File: src/rtl/e15_imem_loader.sv
// E15 instruction-memory loader: streams a program into a 16-entry memory over valid/ready,
// zero-fills the unused tail, then serves combinational fetches once the program is complete.
module e15_imem_loader #(
  parameter int ADDR_W = 4,
  parameter int DATA_W = 12
) (
  input  logic              clk,
  input  logic              rst_n,
  input  logic              load_start_i,
  input  logic              in_valid_i,
  input  logic [DATA_W-1:0] in_data_i,
  input  logic              in_last_i,
  output logic              in_ready_o,
  input  logic [ADDR_W-1:0] fetch_addr_i,
  output logic [DATA_W-1:0] fetch_instr_o,
  output logic              cpu_run_o,
  output logic [ADDR_W:0]   load_count_o,
  output logic              load_err_o
);

  localparam int DEPTH = 2 ** ADDR_W;
  localparam logic [ADDR_W-1:0] LAST_IDX = ADDR_W'(DEPTH - 1);

  typedef enum logic [1:0] {IDLE, LOAD, FILL, RUN} state_e;

  state_e              state_q, state_d;
  logic [ADDR_W-1:0]   wr_ptr_q, wr_ptr_d;
  logic [ADDR_W:0]     load_count_q, load_count_d;
  logic                load_err_q, load_err_d;
  logic                mem_we;
  logic [DATA_W-1:0]   mem_wdata;
  logic                beat;

  // Memory is deliberately left out of reset so a reset does not erase a loaded program.
  logic [DATA_W-1:0]   mem [DEPTH];

  assign beat = in_valid_i && (state_q == LOAD);

  always_ff @(posedge clk or negedge rst_n) begin
    if (!rst_n) begin
      state_q      <= IDLE;
      wr_ptr_q     <= '0;
      load_count_q <= '0;
      load_err_q   <= 1'b0;
    end else begin
      state_q      <= state_d;
      wr_ptr_q     <= wr_ptr_d;
      load_count_q <= load_count_d;
      load_err_q   <= load_err_d;
    end
  end

  always_ff @(posedge clk) begin
    if (mem_we) begin
      mem[wr_ptr_q] <= mem_wdata;
    end
  end

  always_comb begin
    state_d      = state_q;
    wr_ptr_d     = wr_ptr_q;
    load_count_d = load_count_q;
    load_err_d   = load_err_q;
    mem_we       = 1'b0;
    mem_wdata    = '0;
    case (state_q)
      IDLE, RUN: begin
        if (load_start_i) begin
          state_d      = LOAD;
          wr_ptr_d     = '0;
          load_count_d = '0;
          load_err_d   = 1'b0;
        end
      end
      LOAD: begin
        if (beat) begin
          mem_we       = 1'b1;
          mem_wdata    = in_data_i;
          wr_ptr_d     = wr_ptr_q + 1'b1;
          load_count_d = load_count_q + 1'b1;
          // A full memory ends the load whether or not the sender flagged the last word.
          if (wr_ptr_q == LAST_IDX) begin
            state_d = RUN;
            if (!in_last_i) begin
              load_err_d = 1'b1;
            end
          end else if (in_last_i) begin
            state_d = FILL;
          end
        end
      end
      FILL: begin
        mem_we   = 1'b1;
        wr_ptr_d = wr_ptr_q + 1'b1;
        if (wr_ptr_q == LAST_IDX) begin
          state_d = RUN;
        end
      end
      default: state_d = IDLE;
    endcase
  end

  // Outside RUN the fetch returns jmp +0 so the processor spins in place.
  always_comb begin
    in_ready_o    = 1'b0;
    cpu_run_o     = 1'b0;
    fetch_instr_o = '0;
    case (state_q)
      LOAD:    in_ready_o = 1'b1;
      RUN: begin
        cpu_run_o     = 1'b1;
        fetch_instr_o = mem[fetch_addr_i];
      end
      default: ;
    endcase
  end

  assign load_count_o = load_count_q;
  assign load_err_o   = load_err_q;

endmodule

File: config.mk
export PLATFORM = sky130hd
export DESIGN_NAME = e15_imem_loader
export DESIGN_NICKNAME = d
export VERILOG_FILES = /design/src/rtl/e15_imem_loader.sv
export SDC_FILE = /design/constraint.sdc
export NUM_CORES = 1
export LEC_CHECK = 0
export CAP_MARGIN = 20
export CORE_ASPECT_RATIO = 0.5
export CORE_UTILIZATION = 45
export DETAILED_ROUTE_END_ITERATION = 8
export PLACE_DENSITY = 0.66
export SYNTH_ARGS = -nofsm -noshare
export SYNTH_HDL_FRONTEND = slang
export SYNTH_SLANG_ARGS = --single-unit
File: constraint.sdc
create_clock -name clk -period 4.3 [get_ports clk]
set_input_delay 0.43 -clock clk [delete_from_list [all_inputs] [get_ports clk]]
set_output_delay 0.43 -clock clk [all_outputs]
set_load 0.05 [all_outputs]
## Yosys cells after proc, flatten, opt, wreduce, memory -nomap -nowiden

Memories as Yosys holds them, arrays and structs flattened.
Index checks and enable logic that the tools add are counted.

- Equality and inequality tests: 10
- Reduce and logical (&&, ||, !) cells: 8
- $add $sub $neg: 2
- Muxes and demuxes: 26

Operators with widths:

| kind | number |
|---|---|
| 2-to-1 mux 12 bit | 3 |
| one-hot mux 4 bit (3 select lines) | 1 |
| 2-to-1 mux 2 bit | 5 |
| 2-to-1 mux 5 bit | 2 |
| one-hot mux 5 bit (2 select lines) | 1 |
| 2-to-1 mux 1 bit | 9 |
| 2-to-1 mux 4 bit | 2 |
| inequality test 2 bit, second input constant | 4 |
| one-hot mux 2 bit (3 select lines) | 1 |
| adder 5 x 1 -> 5 bit, second input constant | 1 |
| AND reduction 5 bit | 1 |
| adder 4 x 1 -> 4 bit, second input constant | 1 |
| equality test 2 bit, second input constant | 2 |
| equality test 4 bit, second input constant | 1 |
| one-hot mux 1 bit (2 select lines) | 2 |
| AND reduction 4 bit | 1 |
| inequality test 3 x 2 -> 1 bit, second input constant | 1 |
| AND reduction 3 bit | 1 |
| equality test 2 x 1 -> 1 bit, second input constant | 1 |
| zero test 2 bit | 1 |
| inequality test 2 x 1 -> 1 bit, second input constant | 1 |
| AND reduction 2 bit | 1 |
| nonzero test 2 bit | 1 |
| OR reduction 2 bit | 1 |
| logical AND 1 bit | 1 |

- Output and inout bits: 20
- Bits of input ports: 21
- Memories kept: 1
- Logic and storage cells: 51
- Register bits after elaboration: 12
- Memory bits (writable): 192

Memory list:

| memory | depth | bits a word | read ports | clocked after memory_dff | wr ports | line | text |
|---|---|---|---|---|---|---|---|
| mem | 16 | 12 | 1 | 0 | 1 | 35 | `logic [DATA_W-1:0] mem [DEPTH];` |

## Depth between registers and ports, before layout

- Depth after elaboration: 6
- Depth in mapped cells: 8
- Mapped depth without buffers: 6

## Worst setup path after synthesis

OpenSTA, ideal clock, no wires.

- Kind: register -> output
- Start: reg state_q[0]
- End: out fetch_instr_o[6]
- Path slack: 1.438 ns
- Arrival: 2.432 ns
- Stages on the path, launching flop included: 7
- Buffers on the path: 2
- Path through: dfrtp_1 > ha_1 > and2_1 > clkbuf_1 > clkbuf_1 > nand3_1 > a21oi_1

- Cells in the longest elaborated chain, start to end: 2

RTL lines:

| what | line | text |
|---|---|---|
| start: declaration | 26 | `state_e state_q, state_d;` |
| start signal: assignment | 46 | `state_q <= state_d;` |
| equality test 2 bit | 108 | `case (state_q)` |
| 2-to-1 mux 12 bit | 108 |  |
| end: declaration | 15 | `output logic [DATA_W-1:0] fetch_instr_o,` |

No other way between the ends.

## Worst setup path in the final report

- Start: in fetch_addr_i[1]
- End: out fetch_instr_o[1]

- Cells in the longest elaborated chain, start to end: 2

RTL lines:

| what | line | text |
|---|---|---|
| start: declaration | 14 | `input logic [ADDR_W-1:0] fetch_addr_i,` |
| memory read (16 x 12 bit) | -- |  |
| 2-to-1 mux 12 bit | 108 |  |

No other way between the ends.

==> flow_metrics.tcl <==
set metrics [dict create \
    route.final.wire_length_um 18310 \
    pre_cts_ws_ps 912.8 \
    antenna_left 0 \
    detailedRoute.firstIterationViolations 345 \
    yosys_register_bits 204 \
    clk_transition_reported_paths_ps 70 \
    setup.worst_path.start_class "input port" \
    mostFrequentLayoutCell "sky130_fd_sc_hd__edfxtp_1" \
    r2r_end "mem[13][8]" \
    num_rows 34 \
    most-common-layout-cells "192 x sky130_fd_sc_hd__edfxtp_1, 74 x sky130_fd_sc_hd__mux2i_1, 38 x sky130_fd_sc_hd__buf_4" \
    antenna_violations_before_repair 0 \
    run_status "complete, no violations" \
    avgViaCountPerCell 5.724 \
    leakagePower_uw 0.003572 \
    critical_path.max_stage_delay_ps 960 \
    synth_edf_count 192 \
    port-buffer-count 40 \
    cts_repair_resized_insts 0 \
    die-area_um2 19260 \
    grt_start_max_net_pins 24 \
    max_rail_drop_vdd_mv 0.3652 \
    timing.critical_path.cells "clkdlybuf4s50_1 -> nor2b_2 -> buf_4 -> a22oi_1 -> nand3_1 -> nand2_1 -> clkdlybuf4s50_1" \
    final_period_minus_worst_setup_slack_ps 3422 \
    clock_tree.root_cell "sky130_fd_sc_hd__clkbuf_16" \
    detailedPlacementHpwl_um 11590 \
    grt_remaining_overflow 0 \
    crit_path_top_delay_cell "sky130_fd_sc_hd__clkdlybuf4s50_1" \
    post-cts-setup-buffer-count 0 \
    crit_path_max_fanout 19 \
    avgSynthCellArea_um2 16.54 \
    initial_core_util_pct 47.14 \
    critical_path.reg2reg.startpoint "state_q[0]" \
    synth_warnings 0 \
    holdCritPathClass "input port to asynchronous set/reset pin" \
    finish.net_count 598 \
    synth.lib_cells_used.distinct 33 \
    period_share_pct 79.59 \
    route.detailed.drc 0 \
    crit_type "input port to output port" \
    rsz_0062_raised_after_global_routing "no" \
    sequential_power_share_pct 48.0 \
    timing.final.max_slew_violations 0 \
    num_antenna_cells 0 \
    fmax_mhz 292.2 \
    critical-path-top-cell-by-count "sky130_fd_sc_hd__clkdlybuf4s50_1" \
    post_drt_wl_per_cell_um 22.50 \
    power.total_uw 4979 \
    clk_latency_ps 480 \
    cts_made_buffers 18 \
    pwr-share-comb_pct 19.8 \
    async_reset_ff_share_pct 5.882 \
    pin_count 41 \
    grt_pass1_wl_um 27690 \
    ratio_of_cells_with_drive_above_1_in_the_final_layout_pct 13.97 \
    regToRegSetupSlack_ps 1770 \
    cts_htree_levels 1 \
    yosys_most_used_dff "sky130_fd_sc_hd__edfxtp_1" \
    gr-usage-all-layers_pct 19.51 \
    cap_viol_max_count 0 \
    die_y_um 98.63 \
    netSwitchingPower_uw 1416 \
    setup_slack_ps 877.8 \
    clock_power_share_pct 32.2 \
    p_per_area_nw_per_um2 513.1 \
    kind_of_capture_point_of_the_worst_setup_path "output port" \
    reg2regPathDepth 5 \
    fillers 1388 \
    finish_stage_setup_viols 0 \
    yosysSeqAreaShare_pct 72.19 \
    slew_headroom_pct 32.84 \
    area_delta_synth_final_pct 15.47 \
    syn-num-nets 538 \
    iteration_count_of_the_initial_detailed_routing_pass 4 \
    worst-slew-pin-transition_ps 1006 \
    finalHoldViolCount 0 \
    synth_area_um2 8403 \
    gpl_congestion 0.8026 \
    cts_tree "yes" \
    floorplan.core_area_um2 17820 \
    critical_path_arrival_ps 2990 \
    critical_path_buffers_and_inverters 3 \
    fin_worst_skew_ps 18.49 \
    hold_buffers 0 \
    switching_fraction_pct 28.43 \
    grt_pass1_vias 4596 \
    critical_path.top_delay_family "buffers and inverters" \
    cp.required_ps 3870 \
    multiInputGateArea_um2 2166 \
    register_area_um2 6066 \
    clkSinkCount 204 \
    routed-via-count 4659 \
    intPower_uw 3564 \
    tns_ps 0 \
    synthesis.instances 508 \
    cts-root-to-sink-buffers 3 \
    dieWidth_um 195.3 \
]
==> worst max-delay path by stage <==
stage	from	endpoint	slack (ps)	depth (start not counted)
6_report	fetch_addr_i[1]	fetch_instr_o[1]	880	7
5_1_grt	fetch_addr_i[1]	fetch_instr_o[1]	780	7
4_1_cts	fetch_addr_i[1]	fetch_instr_o[1]	900	7
3_5_place_dp	fetch_addr_i[1]	fetch_instr_o[1]	910	7
3_3_place_gp	fetch_addr_i[1]	fetch_instr_o[1]	1020	7
2_1_floorplan	state_q[0]	fetch_instr_o[6]	1440	6
==> power by group through the flow <==
stage          Clock [uW]  Combinational (uW)  Sequential [uW]
2_1_floorplan           0                 649             2440
3_3_place_gp            0                 972             2430
3_5_place_dp            0                 987             2430
4_1_cts              1630                 992             2390
5_1_grt              1710                1070             2400
6_report             1600                 985             2390
==> sequential cells by signal, summed over array words and instances, names as in the netlist <==
signal	count
load_count_o	5
load_err_o	1
mem	192
state_q	2
wr_ptr_q	4
==> cell families after synthesis <==
| kind of cell | share of synthesized area [%] |
|---|---|
| buf+inv | 2.397 |
| flops | 72.19 |
| compound gates | 4.675 |
| simple gates | 6.924 |
| mux | 12.16 |
| xor+xnor | 0.3127 |
| fa+ha+maj | 1.340 |
==> through the flow <==
| step | hold WS (ps) | cells | util (%) | area, um2 |
|---|---|---|---|---|
| after CTS | 321.0 | 814 | 54.44 | 9703 |
| after global placement | 542.8 | 782 | 51.14 | 9116 |
| after global routing | 350.7 | 814 | 54.44 | 9703 |
| after floorplan | 134.4 | 508 | - | 8403 |
| after detailed placement | 543.7 | 782 | 51.14 | 9116 |
| final | 313.5 | 814 | 54.44 | 9703 |
==> layout make-up <==
| class | count | share of cell area [%] |
|---|---|---|
| sequential | 204 | 62.51 |
| multi-input combinational | 271 | 22.32 |
| timing repair buffer | 66 | 5.828 |
| clock buffer | 22 | 5.016 |
| tap | 234 | 3.017 |
| clock inverter | 10 | 1.032 |
| inverter | 7 | 0.2708 |
==> cells in the mapped netlist (3+ instances only) <==
cell                       instances  share of area, %
sky130_fd_sc_hd__a211oi_1          3              0.27
sky130_fd_sc_hd__a21oi_1          10              0.60
sky130_fd_sc_hd__a22oi_1          36               3.2
sky130_fd_sc_hd__and2_1           14               1.0
sky130_fd_sc_hd__buf_2             4              0.24
sky130_fd_sc_hd__buf_6             7              0.94
sky130_fd_sc_hd__clkbuf_1         13              0.58
sky130_fd_sc_hd__dfrtp_1          12               3.6
sky130_fd_sc_hd__edfxtp_1        192                69
sky130_fd_sc_hd__ha_1              9               1.3
sky130_fd_sc_hd__inv_1             7              0.31
sky130_fd_sc_hd__mux2i_1          74               8.8
sky130_fd_sc_hd__mux4_1            3              0.94
sky130_fd_sc_hd__mux4_2            9               2.4
sky130_fd_sc_hd__nand2_1          25               1.1
sky130_fd_sc_hd__nand2b_1         11              0.82
sky130_fd_sc_hd__nand3_1          24               1.4
sky130_fd_sc_hd__nor2_1           20              0.89
sky130_fd_sc_hd__nor2b_1           6              0.45
sky130_fd_sc_hd__nor3_1            7              0.42
sky130_fd_sc_hd__o21ai_0           6              0.36
sky130_fd_sc_hd__xnor2_1           3              0.31
==> metal layers <==
metal | wire, um | global-route usage (%)
met3 | 1070 | 3.901
met2 | 8423 | 30.63
met4 | 325 | 4.058
met5 | 0 | 0
met1 | 8492 | 28.44
==> worst register-to-register path, cell delays in order, from the launching register on <==
cell and delay (ps):
sky130_fd_sc_hd__dfrtp_1 420, sky130_fd_sc_hd__inv_1 60, sky130_fd_sc_hd__ha_1 400, sky130_fd_sc_hd__nor2_1 260, sky130_fd_sc_hd__nand2_1 190, sky130_fd_sc_hd__nor2_2 800
Note: power is estimated with default switching activity, not from simulation.
